===== src/rtl/vga_overlay_mixer.sv =====
// Pixel compositor: camera window over game image, plus per-frame latched
// tracker markers (crosshair / box / blinking crosshair) with timeout hiding.
module vga_overlay_mixer #(
  parameter int NUM_CURSORS = 2,
  parameter int COORD_W     = 10,
  parameter int THICK       = 1,
  parameter int BOX_HALF    = 8,
  parameter int LOST_FRAMES = 15,
  parameter int BLINK_SHIFT = 4
) (
  input  logic                           vga_clk,
  input  logic                           sys_rst,
  input  logic [COORD_W-1:0]             pix_x,
  input  logic [COORD_W-1:0]             pix_y,
  input  logic                           active_area,
  input  logic                           hsync_in,
  input  logic                           vsync_in,
  input  logic                           blank_in,
  input  logic [23:0]                    cam_rgb,
  input  logic [15:0]                    game_rgb,
  input  logic [NUM_CURSORS*COORD_W-1:0] pos_x,
  input  logic [NUM_CURSORS*COORD_W-1:0] pos_y,
  input  logic [NUM_CURSORS-1:0]         pos_valid,
  input  logic [NUM_CURSORS*24-1:0]      cursor_color,
  input  logic [1:0]                     mode,
  output logic [7:0]                     vga_red,
  output logic [7:0]                     vga_green,
  output logic [7:0]                     vga_blue,
  output logic                           hsync_out,
  output logic                           vsync_out,
  output logic                           blank_out,
  output logic [NUM_CURSORS-1:0]         cursor_hit,
  output logic [NUM_CURSORS-1:0]         cursor_lost
);

  localparam int FW = BLINK_SHIFT + 1;
  localparam logic [COORD_W-1:0] THICK_C = COORD_W'(THICK);
  localparam logic [COORD_W-1:0] BOX_C   = COORD_W'(BOX_HALF);
  localparam logic [7:0]         LOST_C  = 8'(LOST_FRAMES);

  logic                 vs_q;
  logic                 fs;
  logic [FW-1:0]        frame_cnt;
  logic                 blink_on;
  logic [COORD_W-1:0]   shadow_x [NUM_CURSORS];
  logic [COORD_W-1:0]   shadow_y [NUM_CURSORS];
  logic [7:0]           lost_cnt [NUM_CURSORS];
  logic [7:0]           lost_nxt [NUM_CURSORS];

  assign fs       = vs_q & ~vsync_in;
  assign blink_on = frame_cnt[BLINK_SHIFT];

  always_comb begin
    for (int i = 0; i < NUM_CURSORS; i++) begin
      lost_nxt[i] = lost_cnt[i];
      if (fs) begin
        if (pos_valid[i])
          lost_nxt[i] = 8'd0;
        else if (lost_cnt[i] != LOST_C)
          lost_nxt[i] = lost_cnt[i] + 8'd1;
      end
    end
  end

  // cursor_lost tracks the next count so it moves on the fs edge itself
  always_ff @(posedge vga_clk or posedge sys_rst) begin
    if (sys_rst) begin
      vs_q        <= 1'b1;
      frame_cnt   <= '0;
      cursor_lost <= '1;
      for (int i = 0; i < NUM_CURSORS; i++) begin
        shadow_x[i] <= '0;
        shadow_y[i] <= '0;
        lost_cnt[i] <= LOST_C;
      end
    end else begin
      vs_q <= vsync_in;
      if (fs)
        frame_cnt <= frame_cnt + FW'(1);
      for (int i = 0; i < NUM_CURSORS; i++) begin
        lost_cnt[i]    <= lost_nxt[i];
        cursor_lost[i] <= (lost_nxt[i] == LOST_C);
        if (fs && pos_valid[i]) begin
          shadow_x[i] <= pos_x[i*COORD_W +: COORD_W];
          shadow_y[i] <= pos_y[i*COORD_W +: COORD_W];
        end
      end
    end
  end

  logic signed [COORD_W:0] diff_x [NUM_CURSORS];
  logic signed [COORD_W:0] diff_y [NUM_CURSORS];
  logic [COORD_W-1:0]      dx_c   [NUM_CURSORS];
  logic [COORD_W-1:0]      dy_c   [NUM_CURSORS];

  always_comb begin
    for (int i = 0; i < NUM_CURSORS; i++) begin
      diff_x[i] = $signed({1'b0, pix_x}) - $signed({1'b0, shadow_x[i]});
      diff_y[i] = $signed({1'b0, pix_y}) - $signed({1'b0, shadow_y[i]});
      dx_c[i]   = diff_x[i][COORD_W] ? COORD_W'(-diff_x[i])
                                     : diff_x[i][COORD_W-1:0];
      dy_c[i]   = diff_y[i][COORD_W] ? COORD_W'(-diff_y[i])
                                     : diff_y[i][COORD_W-1:0];
    end
  end

  logic [COORD_W-1:0] s1_dx [NUM_CURSORS];
  logic [COORD_W-1:0] s1_dy [NUM_CURSORS];
  logic               s1_active;
  logic               s1_hs;
  logic               s1_vs;
  logic               s1_blank;
  logic [23:0]        s1_cam;
  logic [15:0]        s1_game;

  always_ff @(posedge vga_clk or posedge sys_rst) begin
    if (sys_rst) begin
      s1_active <= 1'b0;
      s1_hs     <= 1'b1;
      s1_vs     <= 1'b1;
      s1_blank  <= 1'b0;
      s1_cam    <= '0;
      s1_game   <= '0;
      for (int i = 0; i < NUM_CURSORS; i++) begin
        s1_dx[i] <= '0;
        s1_dy[i] <= '0;
      end
    end else begin
      s1_active <= active_area;
      s1_hs     <= hsync_in;
      s1_vs     <= vsync_in;
      s1_blank  <= blank_in;
      s1_cam    <= cam_rgb;
      s1_game   <= game_rgb;
      for (int i = 0; i < NUM_CURSORS; i++) begin
        s1_dx[i] <= dx_c[i];
        s1_dy[i] <= dy_c[i];
      end
    end
  end

  logic [NUM_CURSORS-1:0] hit_c;
  logic [23:0]            col_c;
  logic                   shape;
  logic                   xhair;
  logic                   box;

  always_comb begin
    hit_c = '0;
    shape = 1'b0;
    xhair = 1'b0;
    box   = 1'b0;
    for (int i = 0; i < NUM_CURSORS; i++) begin
      xhair = (s1_dx[i] <= THICK_C) || (s1_dy[i] <= THICK_C);
      box   = ((s1_dx[i] == BOX_C) && (s1_dy[i] <= BOX_C)) ||
              ((s1_dy[i] == BOX_C) && (s1_dx[i] <= BOX_C));
      shape = (mode == 2'd2) ? box : xhair;
      hit_c[i] = (mode != 2'd0) && s1_active && !cursor_lost[i] &&
                 ((mode != 2'd3) || blink_on) && shape;
    end
  end

  // walk downward so the lowest-index hit wins
  always_comb begin
    col_c = s1_active ? s1_cam
                      : {s1_game[15:11], s1_game[15:13],
                         s1_game[10:5],  s1_game[10:9],
                         s1_game[4:0],   s1_game[4:2]};
    for (int i = NUM_CURSORS - 1; i >= 0; i--)
      if (hit_c[i])
        col_c = cursor_color[i*24 +: 24];
  end

  always_ff @(posedge vga_clk or posedge sys_rst) begin
    if (sys_rst) begin
      vga_red    <= '0;
      vga_green  <= '0;
      vga_blue   <= '0;
      hsync_out  <= 1'b1;
      vsync_out  <= 1'b1;
      blank_out  <= 1'b0;
      cursor_hit <= '0;
    end else begin
      vga_red    <= col_c[23:16];
      vga_green  <= col_c[15:8];
      vga_blue   <= col_c[7:0];
      hsync_out  <= s1_hs;
      vsync_out  <= s1_vs;
      blank_out  <= s1_blank;
      cursor_hit <= hit_c;
    end
  end

endmodule


===== config.mk =====
export PLATFORM = sky130hd
export DESIGN_NAME = vga_overlay_mixer
export DESIGN_NICKNAME = d
export VERILOG_FILES = /design/src/rtl/vga_overlay_mixer.sv
export SDC_FILE = /design/constraint.sdc
export NUM_CORES = 1
export LEC_CHECK = 0
export BUFFER_PORTS_ARGS = -buffer_cell sky130_fd_sc_hd__buf_2
export CAP_MARGIN = 20
export CORE_ASPECT_RATIO = 1.25
export CORE_MARGIN = 1.5
export CORE_UTILIZATION = 60
export CTS_BUF_LIST = sky130_fd_sc_hd__clkbuf_2
export DETAILED_ROUTE_END_ITERATION = 7
export PLACE_DENSITY = 0.95
export SYNTH_ARGS = -nofsm -noshare
export SYNTH_HDL_FRONTEND = slang
export SYNTH_SLANG_ARGS = --single-unit

===== constraint.sdc =====
create_clock -name vga_clk -period 8.6 [get_ports vga_clk]
set_input_delay 0.86 -clock vga_clk [delete_from_list [all_inputs] [get_ports vga_clk]]
set_output_delay 0.86 -clock vga_clk [all_outputs]
set_load 0.005 [all_outputs]

======== After elaboration in Yosys (flattened, before gate mapping) ========
Index checks and enable logic that the tools add are counted.
operators by class
  muxes and demuxes ....................... 15
  add/subtract/negate cells ............... 11
  reductions and logical operators ........ 21
  $lt $le $gt $ge ......................... 8
  bitwise logic cells ..................... 2
  equal/unequal tests ..................... 10
operators with widths
  operator                                                          number
  2-to-1 mux 24 bit                                                 3
  2-to-1 mux 8 bit                                                  6
  subtractor 10 x 10 -> 11 bit                                      4
  == test 10 x 4 -> 1 bit (second input constant)                   4
  less-or-equal comparator 10 x 1 -> 1 bit (second input constant)  4
  less-or-equal comparator 10 x 4 -> 1 bit (second input constant)  4
  2-to-1 mux 10 bit                                                 4
  negation 10 bit                                                   4
  adder 8 x 1 -> 8 bit (second input constant)                      2
  == test 8 x 4 -> 1 bit (second input constant)                    2
  != test 8 x 4 -> 1 bit (second input constant)                    2
  logical AND 1 bit                                                 13
  adder 5 x 1 -> 5 bit (second input constant)                      1
  logical OR 1 bit                                                  5
  == test 2 bit (second input constant)                             1
  logical NOT 1 bit                                                 2
  2-to-1 mux 1 bit                                                  2
  != test 2 bit (second input constant)                             1
  nonzero test 2 bit                                                1
  bitwise AND 1 bit                                                 1
  inverter 1 bit                                                    1
storage, ports and cells
  word-level logic and storage cells ...... 92
  flip-flop bits (word level) ............. 176

======== Longest topological paths before layout ========
Gate-level depths: netlist (run 1).
  depth in word-level cells ............... 7
  mapped depth ............................ 11
  mapped depth without buffers ............ 10

======== Least setup slack after synthesis (run 1) ========
No wires, ideal clock.
  kind .................................... input to register
  start ................................... input pix_x[0]
  end ..................................... register s1_dx[19] (netlist bit)
  required time ........................... 8.520 ns
  arrival time ............................ 2.674 ns
  slack ................................... 5.846 ns
  setup time .............................. 0.080 ns
  cell stages on the path ................. 10
  cell sequence ........................... inv_1 ha_1 fa_1 nor2b_1 o211a_1 o21ai_1 a211o_1 xnor2_1 o31ai_2 xnor2_1
RTL lines
  item                             RTL line  source
  from (decl)                      13        input logic [COORD_W-1:0] pix_x,
  to (signal, indexed assignment)  136       s1_dx[i] <= dx_c[i];
  to (decl)                        107       logic [COORD_W-1:0] s1_dx [NUM_CURSORS];

==> impl_metrics.csv, run 1 <==
group,metric,value,unit
status,status,"finished, final reports clean",
grt,grt_usage,0.259,
yosys,avgSynthCellArea,10.0,sq um
drt,postRouteAntennaNets,0,
hold_path,min-delay-start,"hsync_in",
timing,layout_worst_path_cycle_share,0.310,
hold_path,whs_path_depth,1,
drt,drtIter0Drc,461,
critical_path,crit_fanout,21,
finish,fillCellCount,1058,
critical_path,slowest_delay,0.79,ns
critical_path,reg2reg_to,"shadow_x[11]",
clocking,clock-sinks,176,
timing,worst_slew_pin_slew,1.00,ns
timing,setup_viol,0,
critical_path,cp.arrival,3.32,ns
clocking,clk_pin_slew_worst_paths,0.25,ns
timing,rsz0062_at_grt,"no",
yosys,syn_area,0.00910,sq mm
timing,clock.fmax,375,MHz
clocking,h-tree-depth,4,
critical_path,start_kind,"register",
clocking,cts_setup_buffers,0,
placement,port_buffers,188,
timing,min_period,2.67,ns
clocking,numCtsBuffers,17,
yosys,ys_ff_latch,176,
critical_path,timing.rr.start,"s1_vs",
yosys,yosysSeqAreaShare,0.486,
yosys,synth-adder-area-share,0.0734,
timing,fin_worst_skew,0.0412,ns
drt,wl_per_cell,15.6,microns
die,die_area,0.0159,sq mm
placement,dp_slack,5.50,ns
clocking,tritoncts,"done",
yosys,synth_xor_area_frac,0.0635,
grt,grt_pass1_vias,7098,
die,coreArea,0.0149,sq mm
yosys,synthArstFlopShare,1.00,
timing,finalWorstSetupSlack,5.93,ns
power,peakVddDrop,0.127,mV
timing,finalHoldViolations,0,
yosys,synth_nets,1119,
yosys,synth_edf_count,0,
yosys,synth_compound_area_frac,0.145,
yosys,synth_top_family_by_area,"simple AND/OR/NAND/NOR gates",
clocking,post_cts_resized,0,
die,floorplan.initialDensity,0.611,
yosys,ys_warn_count,0,
die,num_rows,50,
drt,drc,0,
yosys,yosysUniqueCellTypes,63,
die,ioPinCount,189,
yosys,netlist_instances,910,
power,power.density,221,mW/mm^2
timing,drv_slew,0,
critical_path,worstPathCellList,"nor2b_1 > nand2_1 > mux2_2",
critical_path,crit_type,"register to register",
clocking,cts_hold_buf,0,
finish,final_cell_mix,"188 x buf_2, 162 x dfrtp_1, 81 x nor2_1",
critical_path,worstPathRequired,9.26,ns
timing,setup-tns-final,0,ns
yosys,synth.mux.area_fraction,0.0415,
finish,drive_above_1_share,0.258,
die,dieHeight,141,microns
timing,slew_headroom,0.329,
yosys,yosys_most_used_dff,"dfrtp_1",
hold_path,holdPathEnd,"s1_hs",
clocking,cts_buffer_depth,2,
die,fp.dieW,113,microns
placement,place_area,0.0102,sq mm
yosys,synthSimpleGateAreaFrac,0.145,
critical_path,reg2regPathDepth,3,
grt,overflow,0,
finish,layout_commonest_cell,"buf_2",
drt,drt_first_pass_iters,5,
placement,gp_congestion,0.843,
drt,vias,7308,
drt,viasPerCell,5.65,
finish,nNetsFinal,1306,
clocking,insertion_delay,0.76,ns
clocking,cts-root-buf,"clkbuf_2",
critical_path,reg2reg_slack,5.93,ns
grt,grt_max_degree,94,
placement,dp_hpwl,15400,microns
drt,wl,20200,microns
power,total_leakage_power,5.14,nW
critical_path,end_kind,"register",
finish,area_growth,15.4,%
run,cap_violations,0,
hold_path,min_path_type,"input pin to register",
grt,antenna_found_initial,1,
finish,fin_area,0.0105,sq mm
grt,grt_pass1_wl,32600,microns
critical_path,slowest_stage,"nand2_1",
flip-flops by register name (all words and copies together) (netlist names), 2 cells and up:
| name | cells |
|---|---|
| vga_blue | 8 |
| vga_green | 8 |
| s1_dx | 20 |
| s1_dy | 20 |
| s1_cam | 24 |
| shadow_x | 20 |
| vga_red | 8 |
| cursor_lost | 2 |
| frame_cnt | 5 |
| cursor_hit | 2 |
| lost_cnt | 16 |
| s1_game | 16 |
| shadow_y | 20 |
worst max path at each step:
stage,startpoint,endpoint,slack (ns)
final,s1_vs,shadow_x[11],5.93
after global routing,s1_vs,shadow_y[12],5.80
after detailed placement,pix_y[0],s1_dy[19],5.50
after CTS,s1_vs,shadow_x[11],5.98
after global placement,pix_y[0],s1_dy[19],5.64
after floorplan,sys_rst,blank_out,2.99
cells in the mapped netlist (3+ instances only):
library cell,number,area share
ha_1,47,0.065
nand4_1,8,0.0055
xnor2_1,42,0.040
o31a_1,3,0.0029
nand2_1,78,0.032
a21oi_1,49,0.027
nor4_1,5,0.0034
o211a_1,4,0.0044
o21ai_0,75,0.041
nand2b_1,12,0.0082
o211ai_1,27,0.022
nor2_2,4,0.0027
o31ai_1,3,0.0025
o21ai_1,6,0.0033
and2_1,4,0.0027
xor2_1,24,0.023
nor3b_1,3,0.0025
inv_1,80,0.033
clkbuf_1,19,0.0078
nor4b_1,4,0.0038
nand3_1,11,0.0060
nor4_2,4,0.0055
a31oi_1,6,0.0041
buf_2,4,0.0022
nor2b_1,17,0.012
nor3_1,19,0.010
nor2_1,81,0.033
dfrtp_1,162,0.45
mux2i_1,13,0.014
and3_1,5,0.0034
a41oi_1,3,0.0029
mux2_2,22,0.027
a21o_1,9,0.0074
fa_1,4,0.0088
dfstp_2,14,0.040
critical path: cells and delay by family (launching register included):
family / cells / cell delay (ns)
simple gates: 2 / 1.41
flops: 1 / 0.61
mux: 1 / 0.53
final cells by class:
| cell class | count | area (sq um) | share of cell area |
|---|---|---|---|
| flip-flops and latches | 176 | 4420 | 0.421 |
| multi-input cells | 628 | 4270 | 0.407 |
| repair buffers | 194 | 1030 | 0.0977 |
| inverters | 80 | 305 | 0.0291 |
| well taps | 182 | 228 | 0.0217 |
| clock inverters | 14 | 154 | 0.0147 |
| clock buffers | 18 | 90.1 | 0.00858 |
| diodes | 1 | 2.50 | 0.000238 |
cell families (layout without fill, tap and decap cells):
group                      Yosys count  after routing
and+or+nand+nor                    267            267
AOI/OAI and AO/OA                  209            209
other                                0              1
buffers and inverters              106            306
muxes                               35             35
DFF                                176            176
adders and majority gates           51             51
xor gates and xnor gates            66             66
power breakdown:
group          switching (mW)  internal (mW)  leakage, nW  total (mW)
clock                   0.294          0.141        0.150       0.435
combinational           0.441          0.351         2.91       0.792
sequential             0.0866           1.01         2.08        1.09
through the flow:
stage / power (mW) / std cells / utilization / hold slack, ns
after floorplan: 1.69 / 910 / - / 0.331
after global placement: 1.84 / 1258 / 0.685 / 0.332
after detailed placement: 1.89 / 1258 / 0.685 / 0.341
after CTS: 2.33 / 1290 / 0.701 / 0.0949
after global routing: 2.47 / 1293 / 0.705 / 0.0809
final: 2.32 / 1293 / 0.705 / 0.171
routing by layer:
metal	wire, microns	GRT usage
met5	0	0
met1	7990	0.291
met2	10400	0.467
met4	487	0.101
met3	1340	0.0675
No activity file was read; power rests on OpenSTA's default activity.
==> run 2, diff against run 1 <==
Settings changed: ABC_AREA set to 1, CORE_UTILIZATION 60 to 58, PLACE_DENSITY 0.95 to 0.94.
Clock period 8.6 ns to 2.56 ns, I/O delays scaled along.
==> impl_metrics.csv, run 2 <==
group,metric,value,unit
yosys,synth_nets,1502,
clocking,cts-root-buf,"clkbuf_2",
clocking,cts_buffer_depth,2,
die,coreArea,0.0168,sq mm
run,cap_violations,0,
timing,setup_viol,0,
grt,grt_pass1_wl,46900,microns
finish,top_register,"s1_cam",
critical_path,crit_fanout,24,
clocking,clk_pin_slew_worst_paths,0.31,ns
clocking,tritoncts,"done",
timing,worst_slew_pin_slew,0.675,ns
critical_path,timing.rr.start,"s1_dx[7]",
finish,final_cell_mix,"361 x nand2_1, 214 x inv_1, 188 x buf_2",
yosys,synth_xor_area_frac,0.0265,
timing,slew_headroom,0.549,
drt,wl_per_cell,15.9,microns
placement,dp_hpwl,18200,microns
grt,met2_usage,0.597,
die,dieHeight,149,microns
hold_path,min_path_type,"input pin to asynchronous set/reset pin",
yosys,synthSimpleGateAreaFrac,0.286,
yosys,yosys_most_used_dff,"dfrtp_1",
placement,gp_congestion,0.903,
critical_path,reg2reg_to,"vga_green[3]",
critical_path,reg2reg_slack,0.16,ns
power,total_leakage_power,7.06,nW
yosys,yosysMostFrequentCell,"nand2_1",
critical_path,cp_common_cell,"nand2_1",
yosys,synth_top_cells_by_area,"dfrtp_1 41%, nand2_1 14%, inv_1 8.1%, ha_1 5.9%, nand3_1 5.9%",
timing,layout_worst_path_cycle_share,0.936,
finish,fillCellCount,1015,
yosys,synth_edf_count,0,
timing,hold_slack,0.0528,ns
drt,wl,29600,microns
die,fp.dieW,120,microns
yosys,ys_ff_latch,176,
critical_path,crit_type,"register to register",
finish,largest_reg_flops,24,
finish,final_util,0.765,
yosys,ys_warn_count,0,
status,status,"finished, final reports clean",
placement,dp_slack,0.412,ns
yosys,synth.top_cell.area_share,0.409,
clocking,h-tree-depth,4,
grt,met1_usage,0.374,
timing,fin_worst_skew,0.0498,ns
yosys,avgSynthCellArea,7.66,sq um
drt,drc,0,
placement,port_buffers,188,
critical_path,cp.arrival,3.15,ns
yosys,netlist_top_cells_count,"361 x nand2_1, 215 x inv_1, 162 x dfrtp_1",
critical_path,slowest_stage,"dlygate4sd3_1",
timing,rsz0062_at_grt,"no",
drt,vias,10174,
grt,busiest_layer,"met2",
grt,antenna_found_initial,3,
clocking,numCtsBuffers,17,
clocking,insertion_delay,0.78,ns
grt,grt_pass1_vias,10051,
die,die_area,0.0179,sq mm
timing,min_period,2.40,ns
yosys,netlist_instances,1293,
yosys,synth-adder-area-share,0.0674,
finish,drive_above_1_share,0.166,
power,power.density,633,mW/mm^2
grt,grtUsageMet3,0.0657,
drt,postRouteAntennaNets,0,
grt,grt_usage,0.333,
timing,finalWorstSetupSlack,0.165,ns
finish,nNetsFinal,1837,
timing,clock.fmax,417,MHz
grt,grt_max_degree,45,
power,peakVddDrop,0.383,mV
yosys,synthArstFlopShare,1.00,
timing,finalHoldViolations,0,
yosys,yosysUniqueCellTypes,39,
critical_path,worstPathCellList,"or2_1 > nor2_2 > nand3_2 > o21ai_4 > nand3_4 > nand2_1 > nand3_1 > nand2_1 > dlygate4sd3_1",
finish,layout_commonest_cell,"nand2_1",
die,num_rows,53,
grt,overflow,0,
drt,drt_first_pass_iters,6,
critical_path,reg2regPathDepth,9,
die,ioPinCount,189,
clocking,clock-sinks,176,
drt,viasPerCell,5.46,
critical_path,start_kind,"register",
finish,area_growth,29.6,%
yosys,synth.mux.area_fraction,0.0104,
yosys,yosysSeqAreaShare,0.446,
yosys,synth_top_family_by_area,"simple AND/OR/NAND/NOR gates",
critical_path,slowest_delay,0.54,ns
timing,setup-tns-final,0,ns
yosys,synth_top_cell_by_area,"dfrtp_1",
drt,drtIter0Drc,1071,
critical_path,end_kind,"register",
critical_path,worstPathRequired,3.31,ns
die,floorplan.initialDensity,0.590,
yosys,synth_compound_area_frac,0.0668,
yosys,syn_area,0.00991,sq mm
timing,drv_slew,0,
## run 2: cell count changes after synthesis, moves of 17 or more
cell | previous run | this run
mux2_2 | 22 | 2
nor2_1 | 81 | 112
nor2b_1 | 17 | 0
a21oi_1 | 49 | 66
inv_1 | 80 | 215
xnor2_1 | 42 | 13
o21ai_0 | 75 | 32
nand3_1 | 11 | 116
o211ai_1 | 27 | 1
nand4_1 | 8 | 42
nand2_1 | 78 | 361
## run 2: how the worst max path moves through the flow
| stage | start | end | slack, ns | cells after the start |
|---|---|---|---|---|
| 4_1_cts | s1_dx[7] | vga_blue[6] | 0.02 | 9 |
| 5_1_grt | s1_dx[7] | vga_blue[6] | 0.07 | 9 |
| 6_report | s1_dx[7] | vga_green[3] | 0.16 | 9 |
| 3_5_place_dp | pix_y[0] | s1_dy[19] | 0.41 | 14 |
| 2_1_floorplan | sys_rst | blank_out | 0.06 | 1 |
| 3_3_place_gp | pix_y[0] | s1_dy[19] | 0.49 | 14 |
## run 2: logic make-up (layout without fill, tap and decap cells)
group / count (synthesis) / after routing
buffers and inverters: 246 / 594
flip-flops: 176 / 176
other: 0 / 3
multiplexers: 10 / 10
AO/OA/AOI/OAI: 119 / 119
adder cells (fa/ha/maj): 51 / 51
XOR/XNOR: 30 / 30
AND/OR/NAND/NOR: 661 / 661
## run 2: cell type report
cell class              instances  area [sq um]  share of cell area
multi-input cells             871          4530               0.353
flip-flops and latches        176          4420               0.345
repair buffers                345          2510               0.195
inverters                     217           818              0.0638
well taps                     220           275              0.0214
clock inverters                15           186              0.0145
clock buffers                  17          85.1             0.00663
diodes                          3          7.51            0.000585
## run 2: critical path, delay by kind of cell, from the launching register on
family	cells	cell delay (ns)
buf+inv	1	0.54
compound gates	1	0.25
flops	1	0.42
simple gates	7	1.19
## run 2: repair_timing
| action | 4_1_cts | 5_1_grt |
|---|---|---|
| resized for setup | 0 | 0 |
| hold endpoints to repair | 293 | 2 |
| setup endpoints to repair | 0 | 2 |
| buffers inserted | 0 | 2 |
| hold buffers | 138 | 2 |
## run 2: per-layer routing
metal  vias up  wire (microns)
met3       138            2580
met1      4644           10800
met2       641           14800
met5         -               0
met4         0            1450
li1       4751               -
## run 2: where the power goes
part	switching, mW	total [mW]	internal [mW]
clock network	1.14	1.49	0.346
registers	0.241	3.59	3.35
logic	1.83	3.04	1.20
## run 2: metrics by stage
stage	cells	total power, mW	instance area [sq um]
3_5_place_dp	1687	6.38	11100
6_report	1864	8.12	12800
4_1_cts	1857	8.04	12800
3_3_place_gp	1687	6.23	11100
2_1_floorplan	1293	5.65	9910
5_1_grt	1864	8.70	12800
==> run 3, diff against run 2 <==
Settings changed: ABC_AREA 1 to unset, CORE_UTILIZATION 58 to 57.
==> impl_metrics.csv, run 3 (same netlist as run 1, synthesis figures left out) <==
group,metric,value,unit
critical_path,crit_fanout,2,
power,total_leakage_power,5.77,nW
clocking,cts-root-buf,"clkbuf_2",
status,status,"finished, final reports clean",
drt,viasPerCell,5.60,
drt,wl,25700,microns
placement,dpl.cell_count,1301,
finish,fin_cells,1479,
timing,fin_worst_skew,0.0503,ns
power,seq_power_share,0.453,
timing,setup_viol,0,
finish,final_cell_mix,"188 x buf_2, 162 x dfrtp_1, 142 x dlygate4sd3_1",
hold_path,min_path_type,"input pin to register",
power,p_int,5.21,mW
timing,clock.fmax,399,MHz
clocking,h-tree-depth,4,
drt,wl_per_cell,17.4,microns
placement,place_area,0.0104,sq mm
critical_path,cpLargestDelayFamily,"compound AO/OA/AOI/OAI gates",
timing,worst_slew_pin_slew,0.817,ns
critical_path,slowest_stage,"dfrtp_1",
placement,dp_slack,0.0939,ns
clocking,insertion_delay,0.77,ns
power,peakVddDrop,0.490,mV
critical_path,end_kind,"register",
critical_path,start_kind,"register",
finish,fin_area,0.0121,sq mm
die,num_rows,51,
grt,grt_max_degree,59,
grt,overflow,0,
drt,drc,0,
grt,grt_pass1_wl,39900,microns
drt,vias,8281,
drt,drtIter0Drc,699,
power,power.total,8.16,mW
critical_path,worstPathRequired,3.25,ns
finish,top_register,"s1_cam",
die,floorplan.initialDensity,0.584,
grt,antenna_found_initial,3,
critical_path,timing.rr.start,"shadow_y[0]",
hold_path,min-delay-start,"pix_x[1]",
clocking,tritoncts,"done",
finish,largest_reg_flops,24,
critical_path,slowest_delay,0.47,ns
timing,rsz0062_at_grt,"no",
critical_path,crit_type,"register to register",
timing,layout_worst_path_cycle_share,0.978,
power,comb_power_share,0.359,
timing,finalHoldViolations,0,
hold_path,holdPathEnd,"s1_dx[11]",
placement,dp_hpwl,15500,microns
finish,area_growth,32.9,%
placement,gp_congestion,0.873,
timing,min_period,2.50,ns
clocking,clock-sinks,176,
power,power.switching,2.95,mW
die,dieHeight,144,microns
critical_path,cp.arrival,3.20,ns
finish,layout_commonest_cell,"buf_2",
critical_path,reg2reg_slack,0.06,ns
timing,slew_headroom,0.453,
clocking,clk_pin_slew_worst_paths,0.29,ns
run,cap_violations,0,
timing,setup-tns-final,0,ns
critical_path,reg2regPathDepth,9,
power,netSwitchingFraction,0.362,
power,power.density,675,mW/mm^2
die,coreArea,0.0156,sq mm
finish,final_util,0.777,
placement,port_buffers,188,
hold_path,whs_path_depth,4,
grt,grt_pass1_vias,8341,
die,fp.dieW,116,microns
die,ioPinCount,189,
die,die_area,0.0167,sq mm
timing,finalWorstSetupSlack,0.0557,ns
finish,drive_above_1_share,0.242,
clocking,numCtsBuffers,17,
critical_path,reg2reg_to,"s1_dy[9]",
timing,drv_slew,0,
drt,drt_first_pass_iters,5,
finish,nNetsFinal,1460,
power,clock_power_share,0.189,
critical_path,worstPathCellList,"ha_1 > fa_2 > nor2b_2 > o211a_1 > o21ai_1 > a211o_1 > xnor2_1 > o31ai_2 > xnor2_1",
drt,postRouteAntennaNets,0,
timing,hold_slack,0.0735,ns
grt,grt_usage,0.311,
clocking,cts_buffer_depth,2,
critical_path,critPathBufInv,0,
critical_path,cp_common_cell,"xnor2_1",
-- run 3: cell types whose count changed in the layout (fill, tap and decap cells not counted), sizes merged, moves of 27 or more --
cell   delta
nand2   -283
inv     -136
nand3   -109
o21ai    +42
nand4    -34
xnor2    +29
nor2     -27
-- run 3: power by group through the flow --
stage / clock network [mW] / logic (mW) / registers, mW
2_1_floorplan: 0 / 2.02 / 3.65
3_3_place_gp: 0 / 2.49 / 3.69
3_5_place_dp: 0 / 2.63 / 3.72
4_1_cts: 1.56 / 2.81 / 3.66
5_1_grt: 1.70 / 3.24 / 3.75
6_report: 1.54 / 2.93 / 3.69
-- run 3: repair_timing --
| action | CTS | global route |
|---|---|---|
| hold endpoints to repair | 297 | 0 |
| hold buffers | 142 | 0 |
| resized for setup | 0 | 8 |
| endpoints found under the setup margin | 0 | 15 |
| buffers inserted | 0 | 1 |
-- run 3: area by class of cell --
type | count | area (sq um)
sequential | 176 | 4420
multi-input combinational | 628 | 4310
fill | 932 | 3480
timing repair buffer | 348 | 2520
inverter | 80 | 304
tap | 212 | 265
clock inverter | 15 | 175
clock buffer | 17 | 85.1
antenna | 3 | 7.51
-- run 3: worst min-delay path: cells and delay by family --
family / cells / cell delay [ns]
AOI/OAI and AO/OA: 1 / 0.07
adders and majority gates: 1 / 0.22
buffers and inverters: 2 / 0.26
-- run 3: how the worst max path moves through the flow --
stage	start	to	slack, ns	depth (start not counted)
final	shadow_y[0]	s1_dy[9]	0.06	9
after global routing	shadow_y[10]	s1_dy[19]	0.02	9
after CTS	shadow_y[0]	s1_dy[9]	0.1	9
after detailed placement	pix_x[0]	s1_dx[9]	0.09	11
after global placement	pix_x[0]	s1_dx[9]	0.19	10
after floorplan	sys_rst	blank_out	0.06	1
-- run 3: metal layers --
metal | share of wire | global-route usage
met5 | 0 | 0
met4 | 0.048 | 0.161
met1 | 0.37 | 0.336
met2 | 0.52 | 0.570
met3 | 0.061 | 0.0604
